$ cat config.mk
export PLATFORM = sky130hd
export DESIGN_NAME = mem_access_ctrl
export DESIGN_NICKNAME = d
export VERILOG_FILES = /design/src/rtl/mem_access_ctrl_pkg.sv /design/src/rtl/mem_access_ctrl_bus_wait_timer.sv /design/src/rtl/mem_access_ctrl.sv
export SDC_FILE = /design/constraint.sdc
export NUM_CORES = 1
export LEC_CHECK = 0
export CORE_MARGIN = 1.5
export CORE_UTILIZATION = 32
export CTS_BUF_LIST = sky130_fd_sc_hd__clkbuf_4 sky130_fd_sc_hd__clkbuf_8 sky130_fd_sc_hd__clkbuf_16
export CTS_CLUSTER_DIAMETER = 120
export DETAILED_ROUTE_END_ITERATION = 7
export SLEW_MARGIN = 10
export SYNTH_ARGS = -nofsm -noshare
export SYNTH_HDL_FRONTEND = slang
export SYNTH_SLANG_ARGS = --single-unit
$ cat constraint.sdc
create_clock -name clk -period 6.3 [get_ports clk]
set_input_delay 0.63 -clock clk [delete_from_list [all_inputs] [get_ports clk]]
set_output_delay 0.63 -clock clk [all_outputs]
set_load 0.01 [all_outputs]
$ cat src/rtl/mem_access_ctrl_pkg.sv
// Shared definitions for the MEM-stage bus access controller: bus widths,
// DRAM_EX type bit positions, FSM state encoding and the alignment check.
package mem_access_ctrl_pkg;

    localparam int IO_BUS_WIDTH_ADDR = 32;
    localparam int IO_BUS_WIDTH_DATA = 32;

    // Default bus wait limit and the counter width that can hold it
    localparam int TIMEOUT_DEFAULT = 255;
    localparam int CNT_W_DEFAULT   = 8;

    // DRAM_EX_TYPE bit positions: {B, H}; neither set means a full word
    localparam int DRAM_EX_B = 1;
    localparam int DRAM_EX_H = 0;

    typedef enum logic [2:0] {
        ST_IDLE,
        ST_RD,
        ST_RMW_RD,
        ST_WR,
        ST_RMW_WR,
        ST_FIN
    } state_t;

    // Bytes are always aligned; halves need addr[0]=0; words need addr[1:0]=0
    function automatic logic is_misaligned(input logic [1:0] typ, input logic [1:0] addr_lo);
        if (typ[DRAM_EX_B]) begin
            return 1'b0;
        end
        if (typ[DRAM_EX_H]) begin
            return addr_lo[0];
        end
        return (addr_lo != 2'b00);
    endfunction

endpackage

$ cat src/rtl/mem_access_ctrl_bus_wait_timer.sv
// Counts bus cycles spent waiting for bus_ack within one bus phase and flags
// the cycle in which the wait limit is reached.
module mem_access_ctrl_bus_wait_timer #(
    parameter int TIMEOUT = 255,
    parameter int CNT_W   = 8
) (
    input  logic clk,
    input  logic rst,
    input  logic clr,
    input  logic en,
    output logic expired
);

    logic [CNT_W-1:0] cnt;

    // Wait counter: restarts on every phase change, advances while waiting
    always_ff @(posedge clk or posedge rst) begin
        if (rst) begin
            cnt <= '0;
        end else if (clr) begin
            cnt <= '0;
        end else if (en) begin
            cnt <= cnt + 1'b1;
        end
    end

    // Expiry lands on the TIMEOUT-th unacknowledged cycle so the phase ends there
    assign expired = en & (cnt == CNT_W'(TIMEOUT - 1));

endmodule

$ cat src/rtl/mem_access_ctrl.sv
// MEM-stage bus access sequencer: loads, word stores and read-modify-write
// for byte/half stores, with pipeline stall, misalignment and timeout errors.
module mem_access_ctrl
    import mem_access_ctrl_pkg::*;
#(
    parameter int TIMEOUT = TIMEOUT_DEFAULT,
    parameter int CNT_W   = CNT_W_DEFAULT
) (
    input  logic                         clk,
    input  logic                         rst,
    input  logic                         req_valid,
    input  logic                         req_we,
    input  logic [1:0]                   req_type,
    input  logic [IO_BUS_WIDTH_ADDR-1:0] req_addr,
    input  logic                         bus_ack,
    input  logic [IO_BUS_WIDTH_DATA-1:0] bus_rd,
    output logic                         bus_req,
    output logic                         bus_we,
    output logic [IO_BUS_WIDTH_DATA-1:0] bus_rd_WB,
    output logic [IO_BUS_WIDTH_DATA-1:0] rd_data,
    output logic                         stall,
    output logic                         done,
    output logic                         err
);

    state_t state;
    state_t state_nxt;
    logic   err_q;
    logic   err_nxt;
    logic   tmr_clr;
    logic   tmr_en;
    logic   tmr_expired;
    logic   sub_word;
    logic   addr_hi_unused;

    // Only the low address bits matter for alignment
    assign addr_hi_unused = ^req_addr[IO_BUS_WIDTH_ADDR-1:2];
    assign sub_word       = req_type[DRAM_EX_B] | req_type[DRAM_EX_H];

    // Bus strobes decode straight from the state register, so reset drops them at once
    assign bus_req = (state == ST_RD) || (state == ST_RMW_RD) ||
                     (state == ST_WR) || (state == ST_RMW_WR);
    assign bus_we  = (state == ST_WR) || (state == ST_RMW_WR);
    assign done    = (state == ST_FIN);
    assign err     = done & err_q;
    // Reset overrides the request so the pipeline is never held during reset
    assign stall   = req_valid & (state != ST_FIN) & ~rst;

    assign tmr_en  = bus_req & ~bus_ack;
    assign tmr_clr = (state_nxt != state);

    mem_access_ctrl_bus_wait_timer #(
        .TIMEOUT (TIMEOUT),
        .CNT_W   (CNT_W)
    ) u_bus_wait_timer (
        .clk     (clk),
        .rst     (rst),
        .clr     (tmr_clr),
        .en      (tmr_en),
        .expired (tmr_expired)
    );

    // State and error-flag registers
    always_ff @(posedge clk or posedge rst) begin
        if (rst) begin
            state <= ST_IDLE;
            err_q <= 1'b0;
        end else begin
            state <= state_nxt;
            err_q <= err_nxt;
        end
    end

    // Next-state: pick the access sequence in IDLE, advance phases on ack or timeout
    always_comb begin
        state_nxt = state;
        err_nxt   = err_q;
        case (state)
            ST_IDLE: begin
                err_nxt = 1'b0;
                if (req_valid) begin
                    if (is_misaligned(req_type, req_addr[1:0])) begin
                        state_nxt = ST_FIN;
                        err_nxt   = 1'b1;
                    end else if (!req_we) begin
                        state_nxt = ST_RD;
                    end else if (sub_word) begin
                        state_nxt = ST_RMW_RD;
                    end else begin
                        state_nxt = ST_WR;
                    end
                end
            end
            ST_RD, ST_WR, ST_RMW_WR: begin
                if (bus_ack) begin
                    state_nxt = ST_FIN;
                end else if (tmr_expired) begin
                    state_nxt = ST_FIN;
                    err_nxt   = 1'b1;
                end
            end
            ST_RMW_RD: begin
                if (bus_ack) begin
                    state_nxt = ST_RMW_WR;
                end else if (tmr_expired) begin
                    // A timed-out old-word fetch must not be followed by a write
                    state_nxt = ST_FIN;
                    err_nxt   = 1'b1;
                end
            end
            ST_FIN: begin
                state_nxt = ST_IDLE;
                err_nxt   = 1'b0;
            end
            default: begin
                state_nxt = ST_IDLE;
                err_nxt   = 1'b0;
            end
        endcase
    end

    // Capture load data and the RMW old word only on ack in their own read phase
    always_ff @(posedge clk or posedge rst) begin
        if (rst) begin
            rd_data   <= '0;
            bus_rd_WB <= '0;
        end else begin
            if ((state == ST_RD) && bus_ack) begin
                rd_data <= bus_rd;
            end
            if ((state == ST_RMW_RD) && bus_ack) begin
                bus_rd_WB <= bus_rd;
            end
        end
    end

endmodule

==> metrics.cfg <==
[outcome]
status = complete, no violations

[job]
maxCapViolCount = 0

[synth]
synth_cell_types = 38
netlist_instances = 229
yosysWarnings = 0
yosysSeqAreaShare = 0.582
synth-seq-cells = 76
yosys_most_used_dff = dfrtp_1
async_reset_ff_frac = 1.00
synth_edf_count = 0
synth_fp_nets = 302
synth_area_per_cell_um2 = 14.3
synth_area_mm2 = 0.00327

[worst_setup_path]
cp-endpoint = err
path_depth = 4
crit_start = state[0]
required_ns = 5.67
crit_type = register to primary output
rrSetupSlack_ns = 4.14
reg2reg_to = rd_data[25]
rr_worst_depth = 4
path_cells = inv_2, nor3b_1, and2_1, clkdlybuf4s50_1
critPathBufInv = 2
crit_family = buffers and inverters
cpPeakStageDelay_ns = 0.58
endpoint_kind = primary output
critPathLaunchType = register
worstPathMaxFanout = 10
timing.rr.start = state[0]
cp_slowest_cell = dfrtp_1
crit_arrival_ns = 2.12

[clock_tree]
root_buffer = clkbuf_8
postCtsHoldBufs = 0
cts_setup_buffers = 0
path_clk_slew_ns = 0.08
tritoncts = yes
clkLatencyLatePin_ns = 0.34
clock-sinks = 76
cts_resized = 0
numCtsBuffers = 9
clockBufferDepth = 2
htree_levels = 3

[sta]
slew_violations = 0
fmax_mhz = 363
period_share = 0.437
slew_headroom = 0.364
clock-skew-final_ns = 0.00619
rsz0062_at_grt = no
final.setup.tns_ns = 0
worst_pin_slew_ns = 0.954
finalSetupViolations = 0
period_minus_slack_ns = 2.75
final-hold-violation-count = 0

[floorplan]
num_rows = 36
die_h_um = 104
start_util = 0.333
io_pins = 140
core_mm2 = 0.00982
die-width_um = 104
dieArea_mm2 = 0.0108

[grt]
grt_pass1_wl_mm = 11.7
grt_max_degree = 77
first_global_vias = 2273
grt_usage = 0.136
grt-ovfl-total = 0
antenna_found_initial = 0

[routing]
num_vias = 2245
drt_pass1_iterations = 4
drtAntennaViolNets = 0
drt-initial-drc-count = 50
route.detailed.drc = 0
wire_per_inst_um = 14.9
viasPerCell = 4.68
routed_wl_mm = 7.13

[cells_and_area]
final_cell_mix = clkdlybuf4s50_1 (109), dfrtp_1 (76), mux2_2 (61)
areaGrowthSynthToFinish_pct = 42.6
layout-drive-gt1-share = 0.262
antennaDiodeCount = 0
fin_nets = 415
layout_commonest_cell = clkdlybuf4s50_1
fin_area_mm2 = 0.00466
nFillCells = 936

[min_path]
hold_class = register to register
hp-start = rd_data[23]

[placed_design]
gp_congestion = 0.811
port_buffers = 109
hpwlAfterDp_mm = 4.96
place_area_mm2 = 0.00446

[power_and_ir_drop]
ir_worst_vdd_mv = 0.160
leakage_nw = 1.95
power_mw = 2.24
power_density_mw_per_mm2 = 482

## worst register-to-register path, cell delays in order (launching register included)
cell and delay [ns]:
dfrtp_1 0.58, inv_2 0.16, nor4_4 0.45, buf_4 0.46, mux2_2 0.40
## cell type report
class,instances,area (µm²),share of cell area
repair buffers,112,1110,0.239
well taps,133,166,0.0357
clock inverters,5,61.3,0.0132
flip-flops and latches,76,1900,0.408
clock buffers,11,139,0.0298
multi-input cells,137,1250,0.269
inverters,6,22.5,0.00483
## sequential cells by signal, summed over array words and instances (netlist names)
register,flops
bus_rd_WB,32
err_q,1
rd_data,32
state,3
u_bus_wait_timer.cnt,8
## report_power, final
part	total, mW	internal (mW)	switching, mW	leakage, nW
combinational	1.03	0.629	0.397	0.891
sequential	0.843	0.706	0.137	0.953
clock	0.375	0.194	0.181	0.105
## cell families after synthesis
family,Yosys count,synth area share
muxes,64,0.221
DFF,76,0.582
buffers and inverters,16,0.0337
AOI/OAI and AO/OA,22,0.0605
adders and majority gates,2,0.00766
xor gates and xnor gates,7,0.0188
and+or+nand+nor,42,0.0766
## synthesized netlist by cell type (2+ instances only)
| cell type | instances | share of area |
|---|---|---|
| dfrtp_1 | 76 | 0.58 |
| mux2_2 | 61 | 0.21 |
| nor2_1 | 13 | 0.015 |
| a21oi_1 | 6 | 0.0092 |
| xor2_1 | 6 | 0.016 |
| buf_4 | 5 | 0.011 |
| inv_1 | 5 | 0.0057 |
| buf_6 | 4 | 0.014 |
| nand4_1 | 4 | 0.0077 |
| o21ai_0 | 4 | 0.0061 |
| and2_1 | 3 | 0.0057 |
| and3_1 | 3 | 0.0057 |
| mux2_1 | 3 | 0.010 |
| nand2_1 | 3 | 0.0034 |
| nand3_1 | 3 | 0.0046 |
| nor3b_1 | 3 | 0.0069 |
| a211oi_2 | 2 | 0.0077 |
| ha_1 | 2 | 0.0077 |
| nand2b_1 | 2 | 0.0038 |
| nor2b_1 | 2 | 0.0038 |
| nor3_1 | 2 | 0.0031 |
## worst min-delay path by stage
stage / end / depth (start not counted)
2_1_floorplan: err_q / 2
3_3_place_gp: bus_rd_WB[13] / 1
3_5_place_dp: rd_data[23] / 1
4_1_cts: rd_data[23] / 1
5_1_grt: rd_data[23] / 1
6_report: rd_data[23] / 1
## metrics by stage
stage / worst slack [ns] / hold WS [ns] / utilization / std cells
after detailed placement: 3.51 / 0.476 / 0.454 / 464
final: 3.55 / 0.490 / 0.475 / 480
after CTS: 3.55 / 0.495 / 0.475 / 480
after floorplan: 3.73 / 0.480 / - / 229
after global routing: 3.41 / 0.510 / 0.475 / 480
after global placement: 3.52 / 0.468 / 0.454 / 464
## layer usage
metal | vias up | GRT usage | part of all wire
met5 | - | 0 | 0
met4 | 0 | 0.0595 | 0.018
met3 | 11 | 0.0338 | 0.054
met2 | 74 | 0.209 | 0.45
met1 | 1119 | 0.183 | 0.47
li1 | 1041 | - | -
Power figures use the tool's default switching activity.
